## src/rtl/uart_tx_arbiter.sv

```systemverilog
// Round-robin arbiter with packet locking in front of one UART transmitter.
// A one-entry holding register drives the UART DataIn handshake.
module uart_tx_arbiter #(
  parameter int unsigned TIMEOUT = 64,
  parameter int unsigned CNT_W   = 7
) (
  input  logic             clk,
  input  logic             rst_n,
  input  logic             req0_valid,
  input  logic [7:0]       req0_data,
  input  logic             req0_last,
  output logic             req0_ready,
  input  logic             req1_valid,
  input  logic [7:0]       req1_data,
  input  logic             req1_last,
  output logic             req1_ready,
  output logic [7:0]       uart_data_in,
  output logic             uart_data_in_valid,
  input  logic             uart_data_in_ready,
  output logic [1:0]       grant,
  output logic             timeout_evt
);

  typedef enum logic [1:0] {
    IDLE  = 2'd0,
    LOCK0 = 2'd1,
    LOCK1 = 2'd2
  } state_e;

  localparam logic [CNT_W-1:0] CNT_MAX = CNT_W'(TIMEOUT - 1);

  state_e           state_q, state_d;
  logic             ptr_q, ptr_d;
  logic [CNT_W-1:0] cnt_q, cnt_d;
  logic [7:0]       data_q, data_d;
  logic             vld_q, vld_d;
  logic             tevt_q, tevt_d;

  logic       load_en;
  logic       sel;
  logic       sel_vld;
  logic       acc0;
  logic       acc1;
  logic       acc;
  logic       acc_last;
  logic [7:0] acc_data;
  logic       own_vld;

  always_comb begin
    load_en = !vld_q || uart_data_in_ready;
    sel     = ptr_q;
    sel_vld = 1'b0;
    unique case (state_q)
      IDLE: begin
        if (req0_valid && req1_valid) begin
          sel     = ptr_q;
          sel_vld = 1'b1;
        end else if (req0_valid) begin
          sel     = 1'b0;
          sel_vld = 1'b1;
        end else if (req1_valid) begin
          sel     = 1'b1;
          sel_vld = 1'b1;
        end
      end
      LOCK0: begin
        sel     = 1'b0;
        sel_vld = 1'b1;
      end
      LOCK1: begin
        sel     = 1'b1;
        sel_vld = 1'b1;
      end
      default: begin
        sel     = ptr_q;
        sel_vld = 1'b0;
      end
    endcase

    req0_ready = sel_vld && !sel && load_en;
    req1_ready = sel_vld && sel && load_en;
    acc0       = req0_ready && req0_valid;
    acc1       = req1_ready && req1_valid;
    acc        = acc0 || acc1;
    acc_last   = acc1 ? req1_last : req0_last;
    acc_data   = acc1 ? req1_data : req0_data;
    own_vld    = sel ? req1_valid : req0_valid;

    data_d = data_q;
    vld_d  = vld_q;
    if (acc) begin
      data_d = acc_data;
      vld_d  = 1'b1;
    end else if (uart_data_in_ready) begin
      vld_d  = 1'b0;
    end

    state_d = state_q;
    ptr_d   = ptr_q;
    cnt_d   = cnt_q;
    tevt_d  = 1'b0;
    if (acc) begin
      cnt_d = '0;
      if (acc_last) begin
        state_d = IDLE;
        ptr_d   = !sel;
      end else begin
        state_d = sel ? LOCK1 : LOCK0;
      end
    end else if (state_q != IDLE && !own_vld) begin
      // Only an absent owner ages the lock; back-pressure does not.
      if (cnt_q >= CNT_MAX) begin
        state_d = IDLE;
        ptr_d   = !sel;
        tevt_d  = 1'b1;
        cnt_d   = '0;
      end else begin
        cnt_d = cnt_q + CNT_W'(1);
      end
    end
  end

  always_ff @(posedge clk or negedge rst_n) begin
    if (!rst_n) begin
      state_q <= IDLE;
      ptr_q   <= 1'b0;
      cnt_q   <= '0;
      data_q  <= '0;
      vld_q   <= 1'b0;
      tevt_q  <= 1'b0;
    end else begin
      state_q <= state_d;
      ptr_q   <= ptr_d;
      cnt_q   <= cnt_d;
      data_q  <= data_d;
      vld_q   <= vld_d;
      tevt_q  <= tevt_d;
    end
  end

  assign uart_data_in       = data_q;
  assign uart_data_in_valid = vld_q;
  assign grant              = {state_q == LOCK1, state_q == LOCK0};
  assign timeout_evt        = tevt_q;

endmodule
```

## config.mk

```make
export PLATFORM = sky130hd
export DESIGN_NAME = uart_tx_arbiter
export DESIGN_NICKNAME = d
export VERILOG_FILES = /design/src/rtl/uart_tx_arbiter.sv
export SDC_FILE = /design/constraint.sdc
export NUM_CORES = 1
export LEC_CHECK = 0
export ABC_CLOCK_PERIOD_IN_PS = 2700
export CORE_MARGIN = 10
export CORE_UTILIZATION = 45
export DETAILED_ROUTE_END_ITERATION = 8
export PLACE_DENSITY_LB_ADDON = 0.1
export SLEW_MARGIN = 20
export SYNTH_ARGS = -nofsm -noshare
export SYNTH_HDL_FRONTEND = slang
export SYNTH_SLANG_ARGS = --single-unit
export TNS_END_PERCENT = 50
```

## constraint.sdc

```tcl
create_clock -name clk -period 2.7 [get_ports clk]
set_input_delay 0.54 -clock clk [delete_from_list [all_inputs] [get_ports clk]]
set_output_delay 0.54 -clock clk [all_outputs]
set_load 0.1 [all_outputs]
```

# After elaboration in Yosys (flattened, before gate mapping)
# Cells that the tools add are included.
# classes
n_addsub,1
magnitude_cmp,1
eq_ne,3
n_mux,28
n_reduce_logical,21
# ops
cell,n
7-bit 2-to-1 mux,3
1-bit 2-to-1 mux,17
2-bit 2-to-1 mux,5
1-bit logical AND,8
8-bit 2-to-1 mux,1
2-bit nonzero test,4
7-bit by 1-bit adder with 7-bit output (second input constant),1
7-bit by 6-bit >= comparator with 1-bit output (second input constant),1
1-bit logical NOT,3
1-bit case mux with 3 select lines,1
3-bit AND reduction,1
2-bit by 1-bit equality test with 1-bit output (second input constant),1
2-bit equality test (second input constant),1
2-bit logical NOT,1
1-bit logical OR,2
2-bit by 1-bit != test with 1-bit output (second input constant),1
1-bit case mux with 2 select lines,1
2-bit AND reduction,1
2-bit OR reduction,1
# word_totals
reg_bits,20
in_bits,23
out_inout_bits,14
word_cells,60

# Logic depth before layout (Yosys ltp)
# Gate-level depths: netlist of the first run.
# depth
depth_word,11
mapped_depth,8
mapped_depth_nobuf,7

# Worst setup path before layout of the first run
# Ideal clock, no wire load.
# synth_path
path_type,reg2out
startpoint,reg state_q[0]
endpoint,out req1_ready
arrival_time_ps,3067
t_required_ps,2160
slack_ps,-907
path_stages_with_launch,6
n_path_buf,0
path_cell_list,dfrtp_1 -> inv_1 -> ha_1 -> mux2i_1 -> o211a_1 -> nor2_1
# synth_via
elab_chain_cells,5
word_cells_on_any_way,8
cone_classes,2 x eq/ne; 2 x mux; 4 x reduce/logical
# synth_rtl
element,line_no,text
"start, declared",32,"state_e state_q, state_d;"
"start signal, assigned",132,state_q <= state_d;
2-bit equality test *,--,
via grant[1],20,"output logic [1:0] grant,"
2-bit OR reduction (no source line),--,
1-bit case mux with 2 select lines,53,unique case (state_q)
1-bit logical AND * (2 in a row),81,req1_ready = sel_vld && sel && load_en;
"end, declared",16,"output logic req1_ready,"
# The timed path passes the listed nets; every way through them passes the cells marked *.

# Final worst setup path of the first run
# layout_path
startpoint,reg state_q[1]
endpoint,out req0_ready
# layout_via
elab_chain_cells,5
word_cells_on_any_way,9
cone_classes,2 x eq/ne; 2 x mux; 5 x reduce/logical
# layout_rtl
element,line_no,text
"2-bit by 1-bit equality test with 1-bit output, or another cell as far along",53,
2-bit OR reduction (no source line) / 1-bit case mux with 3 select lines (equally long branches),--,
1-bit case mux with 2 select lines / 1-bit logical NOT (equally long branches),"53, 80",
1-bit logical AND * (2 in a row),80,req0_ready = sel_vld && !sel && load_en;
"end, declared",12,"output logic req0_ready,"
# Every way passes the cells marked *; elsewhere a longest branch is shown, timed or not.

==> results.toml, run 1 <==
[outcome]
status = "complete, no violations"

[synth]
syn_inst = 119
synth_edf_count = 0
yosys_most_used_dff = "dfrtp_1"
synth-seq-cells = 20
yosysSeqAreaShare_pct = 44.5
synthTopCellsByCount = "22 x nor2_1, 20 x dfrtp_1, 13 x a21oi_1, 10 x mux2i_1, 6 x o21ai_0"
yosysTopAreaCellShare_pct = 44.5
synth_nets = 147
syn-cell-area_um2 = 1120
synth.avg_cell_area_um2 = 9.45
synthTopCellsByArea = "dfrtp_1 44%, mux2i_1 8.9%, nor2_1 7.3%"
yosysMostFrequentCell = "nor2_1"
synthArstFlopShare_pct = 100
ys_types = 35
ys.warnings.count = 0
yosysTopAreaCell = "dfrtp_1"

[setup_path]
end_kind = "primary output"
cp_slowest_cell = "dfrtp_1"
path_class = "reg -> out"
worstPathRequired_ns = 2.16
critical_path_arrival_ns = 2.00
cp-start-kind = "register"
worstPathMaxFanout = 6
slowest_delay_ns = 0.43
path_cells = "ha_1, mux2i_1, o211ai_1, nor2_4, buf_12"

[timing]
hold_viol_final = 0
worstMarginPinSlew_ns = 0.429
clock.fmax_mhz = 393
final.setup_skew_ns = 0.0110
final_max_slew_viol_count = 0
fin_crit_ns = 2.54
fin_ws_ns = 0.156
fin_tns_setup_ns = 0
rsz0062_at_grt = "no"
maxSlewHeadroom_pct = 71.3
fin_crit_sh_pct = 94.2
setup_viol = 0

[clock_tree]
cts.path.max_buffers = 2
cts_hold_repair.buffers = 0
cts_htree_levels = 1
cts.sinks = 20
clk_latency_ns = 0.31
root_buffer = "clkbuf_4"
clk_pin_slew_worst_paths_ns = 0.12
cts-resized-gates = 0
cts_tree = "done"
cts_made_buffers = 3
cts_setup_buffers = 0

[layout]
n_fill_cell = 214
n_antenna_cell = 0
stdcell_count = 192
nets = 191
finish.utilization_pct = 65.7
area_growth_pct = 42.2
drive_above_1_share_pct = 20.4

[die]
die_h_um = 70.0
pin_count = 37
num_rows = 18
dieArea_um2 = 4900
die_w_um = 70.0
fp.coreArea_um2 = 2430
start_util_pct = 46.2

[grt]
grt_pass1_vias = 1101
antenna_found_initial = 0
grt_overflow_total = 0
track_usage_pct = 11.6
grt_pass1_wl_um = 4850
grt_max_degree = 21

[worst_hold_path]
hold_path_class = "reg -> reg"

[detailed_routing]
wl_um = 2890
ant_nets = 0
drc = 0
top_layer = "met4"
wl_met3_um = 236
met2_length_um = 1400
vias = 1029
wl_met1_um = 1230
wl_per_cell_um = 15.0
via_per_inst = 5.36
drtPass1Iterations = 4
dr.first_iter.drc_count = 62

[placed_design]
port_buffers = 36
dp_hpwl_um = 2300
dp_cells = 188
pre_cts_slack_ns = 0.0925
gp_congestion = 0.829

[job]
drv_cap = 0
-- area by class of cell --
cell class / instances / area [um^2] / share of cell area [%]
tap: 30 / 37.5 / 2.35
timing repair buffer: 43 / 403 / 25.2
sequential: 20 / 500 / 31.3
clock buffer: 4 / 36.3 / 2.27
inverter: 3 / 11.3 / 0.704
multi-input combinational: 92 / 611 / 38.2
-- worst max-delay path: cells and delay by family, from the launching register on --
family	cells	cell delay (ns)
AO/OA/AOI/OAI	1	0.26
adder cells (fa/ha/maj)	1	0.29
buffers and inverters	1	0.18
flip-flops	1	0.43
multiplexers	1	0.35
AND/OR/NAND/NOR	1	0.18
-- cell usage in the layout (no fill, tap or decap), types with 2 or more instances in the layout --
cell type and count:
a31oi_1 2, nand2b_1 2, buf_4 19, o21ai_0 6, nand3_1 3, nand2_1 5
clkdlybuf4s50_1 22, a21oi_1 13, and2_1 2, nand3b_1 2, buf_12 2, mux2i_1 10
inv_1 3, nor2_1 20, clkbuf_4 3, ha_1 5, dfrtp_1 20, nor2_4 2
-- cells by family after synthesis --
group | share of synthesized area (%)
adders and majority gates | 5.56
muxes | 9.90
AOI/OAI and AO/OA | 18.1
buffers and inverters | 2.56
and+or+nand+nor | 19.4
DFF | 44.5
-- path summary, 6_finish.rpt --
| path | start | end | slack, ns | cells past startpoint |
|---|---|---|---|---|
| min in group asynchronous | rst_n | cnt_q[5]$_DFFE_PN0P_ | 0.57 | 2 |
| max reg2reg | state_q[0]$_DFFE_PN0P_ | ptr_q$_DFFE_PN0P_ | 0.40 | 7 |
| max in group asynchronous | rst_n | uart_data_in[5]$_DFFE_PN0P_ | 1.91 | 2 |
| min reg2reg | cnt_q[6]$_DFFE_PN0P_ | cnt_q[6]$_DFFE_PN0P_ | 0.53 | 2 |
| max | state_q[1]$_DFFE_PN0P_ | req0_ready | 0.16 | 5 |
| min | cnt_q[6]$_DFFE_PN0P_ | cnt_q[6]$_DFFE_PN0P_ | 0.53 | 2 |
-- registers in the layout, summed over array words and instances, names as in the netlist --
signal              flops
cnt_q                   7
state_q                 2
uart_data_in            8
ptr_q                   1
uart_data_in_valid      1
timeout_evt             1
-- stage by stage --
stage / instance area (um^2) / hold WS [ns]
5_1_grt: 1600 / 0.556
3_5_place_dp: 1560 / 0.509
6_report: 1600 / 0.528
2_1_floorplan: 1140 / 0.244
4_1_cts: 1600 / 0.527
3_3_place_gp: 1560 / 0.507
-- per-layer routing --
metal	global-route usage, %	up-vias
li1	-	508
met1	12.6	484
met2	19.7	33
met3	4.94	4
met4	3.95	0
met5	0	-
Power of run 1 is not shown: default switching activity piles up to over one toggle a cycle in this logic, so the estimate is an artifact.
==> run 2: changes to the inputs <==
--- a/config.mk
+++ b/config.mk
@@ -9,6 +9,7 @@
 export CORE_MARGIN = 10
 export CORE_UTILIZATION = 45
 export DETAILED_ROUTE_END_ITERATION = 8
+export GPL_ROUTABILITY_DRIVEN = 1
 export PLACE_DENSITY_LB_ADDON = 0.1
 export SLEW_MARGIN = 20
 export SYNTH_ARGS = -nofsm -noshare
==> results of run 2 <==
The final DEF is identical to that of run 1; final timing and power are the same.
Power of run 2 is left out for the same reason.
